==> config.mk <==
export PLATFORM = sky130hd
export DESIGN_NAME = logic_unit_pipe
export DESIGN_NICKNAME = d
export VERILOG_FILES = /design/src/rtl/logic_unit_pipe.sv
export SDC_FILE = /design/constraint.sdc
export NUM_CORES = 1
export LEC_CHECK = 0
export BUFFER_PORTS_ARGS = -buffer_cell sky130_fd_sc_hd__buf_4
export CAP_MARGIN = 20
export CORE_ASPECT_RATIO = 0.7
export CORE_MARGIN = 2
export CORE_UTILIZATION = 55
export CTS_BUF_LIST = sky130_fd_sc_hd__clkbuf_4 sky130_fd_sc_hd__clkbuf_8
export CTS_CLUSTER_DIAMETER = 80
export DETAILED_ROUTE_END_ITERATION = 7
export GPL_ROUTABILITY_DRIVEN = 0
export MAX_ROUTING_LAYER = met4
export PLACE_DENSITY = 0.87
export SYNTH_ARGS = -nofsm -noshare
export SYNTH_HDL_FRONTEND = slang
export SYNTH_SLANG_ARGS = --single-unit
==> constraint.sdc <==
create_clock -name clk -period 3.7 [get_ports clk]
set_input_delay 0.555 -clock clk [delete_from_list [all_inputs] [get_ports clk]]
set_output_delay 0.555 -clock clk [all_outputs]
set_load 0.05 [all_outputs]
==> src/rtl/logic_unit_pipe.sv <==
// logic_unit_pipe: registered bitwise logic unit with a two-entry output/skid buffer
module logic_unit_pipe #(
  parameter int WIDTH = 8,
  parameter int CNT_W = 16
) (
  input  logic             clk,
  input  logic             rst_n,
  input  logic             in_valid,
  output logic             in_ready,
  input  logic [2:0]       op,
  input  logic [WIDTH-1:0] a,
  input  logic [WIDTH-1:0] b,
  output logic             out_valid,
  input  logic             out_ready,
  output logic [WIDTH-1:0] y,
  output logic             zero,
  output logic [CNT_W-1:0] op_count
);
  typedef enum logic [1:0] {EMPTY, ONE, TWO} state_t;
  state_t           state;
  logic [WIDTH-1:0] res;
  logic [WIDTH-1:0] skid;
  logic             skid_zero;
  logic             acc;
  logic             drn;
  assign acc = in_valid && in_ready;
  assign drn = out_valid && out_ready;
  // result is formed from the live inputs and captured on the accepting edge
  always_comb begin
    res = a;
    case (op)
      3'b000: res = ~a;
      3'b001: res = a & b;
      3'b010: res = a | b;
      3'b011: res = a ^ b;
      3'b100: res = ~(a & b);
      3'b101: res = ~(a | b);
      3'b110: res = ~(a ^ b);
      default: res = a;
    endcase
  end
  // buffer FSM: output register plus skid register, all handshake outputs registered
  always_ff @(posedge clk or negedge rst_n) begin
    if (!rst_n) begin
      state     <= EMPTY;
      in_ready  <= 1'b0;
      out_valid <= 1'b0;
      y         <= '0;
      zero      <= 1'b0;
      skid      <= '0;
      skid_zero <= 1'b0;
      op_count  <= '0;
    end else begin
      if (acc && op_count != '1) op_count <= op_count + CNT_W'(1);
      case (state)
        EMPTY: begin
          in_ready <= 1'b1;
          if (acc) begin
            y         <= res;
            zero      <= (res == '0);
            out_valid <= 1'b1;
            state     <= ONE;
          end
        end
        ONE: begin
          if (acc && !drn) begin
            skid      <= res;
            skid_zero <= (res == '0);
            in_ready  <= 1'b0;
            state     <= TWO;
          end else if (acc) begin
            y    <= res;
            zero <= (res == '0);
          end else if (drn) begin
            out_valid <= 1'b0;
            state     <= EMPTY;
          end
        end
        TWO: begin
          if (drn) begin
            y        <= skid;
            zero     <= skid_zero;
            in_ready <= 1'b1;
            state    <= ONE;
          end
        end
        default: state <= EMPTY;
      endcase
    end
  end
endmodule

==> impl_metrics.toml <==
[clocking]
path_clk_slew_ns = 0.07
h-tree-depth = 2
cts_sinks = 38
clock_latency_ns = 0.29
cts_resized = 0
cts_hold_buffers = 0
cts_tree = "yes"
cts_buffer_depth = 2
clockRootBuffer = "clkbuf_8"
cts_buffers = 5
postCtsSetupBuffers = 0

[yosys]
synth_edf_count = 0
ys.flop_type = "dfrtp_1"
synth.avg_cell_area_um2 = 9.295
synthCells = 282
yosys.area_share.simple_pct = 14.51
synth_top_cell_by_area = "dfrtp_1"
synth-compound-area-share_pct = 18.47
synth_adder_area_share_pct = 8.115
synth-seq-cells = 38
syn-num-nets = 322
synth.top_cell.area_share_pct = 36.28
ys_seq_area_share_pct = 36.28
synthTopCellsByArea = "dfrtp_1, ha_1, mux2i_1, mux2_2, nand2_1"
ys_warn_count = 0
syn_area_um2 = 2621
synth_top_family_by_area = "compound AO/OA/AOI/OAI gates"
ys_types = 52
async_flop_share_pct = 100.0
synth_xor_area_share_pct = 5.012
synth_mux_area_share_pct = 11.22

[die]
die_y_um = 61.76
die_area_um2 = 5343
io_pins = 50
row_count = 20
core_area_um2 = 4454
chipWidth_um = 86.52
start_util_pct = 58.85

[sta]
fin_crit_ns = 2.155
fin_crit_sh_pct = 58.24
finalSetupViolations = 0
fin_tns_setup_ns = 0
fmax_ghz = 0.4641
slew_violations = 0
setup_slack_ns = 1.545
finalHoldViolations = 0
worstMarginPinSlew_ns = 0.5905
rsz0062_at_grt = "false"
skew_ns = 0.005173
relSlewSlack_pct = 60.64

[grt]
grt_use_met2_pct = 36.81
grt_max_degree = 39
grt.met1_usage_pct = 32.40
grt_pass1_vias = 2084
grt_use_met3_pct = 6.341
busiest_layer = "met2"
grt_use_total_pct = 24.26
grt_pass1_wl_um = 9639
gr-total-overflow = 0
antenna_found_initial = 0

[placement]
io_buffers = 49
place_area_um2 = 2988
hpwl_um = 4209
pre_cts_slack_ns = 1.262
dp_cells = 374

[drt]
vias = 2215
first_iter_violations = 103
firstDrtPassIters = 4
viasPerCell = 5.814
drc_errors = 0
wirelength_um = 5658
drtAntennaViolNets = 0
wire_per_inst_um = 14.85

[setup_path]
cp-end-kind = "register"
cpLargestDelayFamily = "simple AND/OR/NAND/NOR gates"
crit_required_ns = 3.88
cp.arrival_ns = 2.34
path_cells = "ha_1 -> nand3_1 -> nor4_2 -> a21oi_2 -> nand4_1 -> or4_1 -> xnor2_1"
worstSetupPathType = "reg -> reg"
critPathLaunch = "op_count[0]$_DFFE_PN0P_"
rr_startpoint = "op_count[0]$_DFFE_PN0P_"
crit_buf_inv = 0
cp_max_fo = 6
critical-path-max-stage-delay_ns = 0.54
r2r_slack_ns = 1.55
crit_slowest_cell = "or4_1"
crit_path_start_kind = "register"

[cells_and_area]
stdcell_area_um2 = 3100
antennaDiodeCount = 0
syn_to_final_growth_pct = 18.28
nets = 366
final_cell_mix = "buf_4, dfrtp_1, nand2_1"
final_util_pct = 69.61
final_cells = 381
final_layout_size_suffix_gt1_share_pct = 23.01
final_common_cell = "buf_4"

[power]
p_leak_nw = 1.509
cellPowerDensity_nw_per_um2 = 405.5
peakVddDrop_uv = 467.6

[outcome]
run_status = "completed"

[flow_run]
maxCapViolCount = 0

[hold_path]
hold_path.class = "in -> async"
-- metrics by stage --
stage | hold WS (ns) | power (mW)
final | 0.2161 | 1.257
after global placement | 0.4649 | 0.8961
after global routing | 0.2541 | 1.319
after detailed placement | 0.4669 | 0.9058
after CTS | 0.2347 | 1.266
after floorplan | 0.2594 | 0.7813
-- power breakdown --
group | leakage (nW) | internal (mW) | switching (mW)
Sequential | 0.509 | 0.452 | 0.0556
Clock | 0.0573 | 0.216 | 0.141
Combinational | 0.942 | 0.142 | 0.252
Total | 1.51 | 0.809 | 0.448
-- Yosys cell counts (all sizes together), types with 3 or more instances --
cell,instances
nand3,7
xor2,6
o22ai,3
clkbuf,4
o211ai,5
buf,9
a211oi,6
dfrtp,38
o31ai,4
a221oi,6
nand2b,3
nor2,21
mux2,11
ha,17
nand4,4
a21oi,18
o21ai,11
mux2i,17
xnor2,9
inv,24
nand2,28
-- cells by family after synthesis --
group / count (synthesis)
adder cells (fa/ha/maj): 17
AO/OA/AOI/OAI: 69
multiplexers: 28
AND/OR/NAND/NOR: 78
flip-flops: 38
buffers and inverters: 37
XOR/XNOR: 15
-- state kept, by name, summed over array words and instances, names as in the netlist --
name	flops
y	8
zero	1
skid_zero	1
state	2
in_ready	1
op_count	16
out_valid	1
skid	8
-- metal layers --
metal / wire length (um) / part of all wire [%]
met1: 2781 / 49
met2: 2534 / 45
met3: 248 / 4.4
met4: 93 / 1.6
met5: 0 / 0
-- area by class of cell --
class,count,area (um^2)
Fill cell,352,1354
Tap cell,55,68.82
Timing Repair Buffer,50,375.4
Inverter,24,90.09
Clock buffer,6,82.58
Clock inverter,1,30.03
Multi-Input combinational cell,207,1503
Sequential cell,38,950.9
-- path summary, 6_finish.rpt --
check	to	cells past startpoint
worst max-delay path	op_count[11]$_DFFE_PN0P_	7
worst min-delay path	y[7]$_DFFE_PN0P_	1
worst max register to register	op_count[11]$_DFFE_PN0P_	7
worst min register to register	skid_zero$_DFFE_PN0P_	2
max in group asynchronous	out_valid$_DFFE_PN0P_	1
min in group clk	skid_zero$_DFFE_PN0P_	2
No activity file was read; power rests on OpenSTA's default activity.
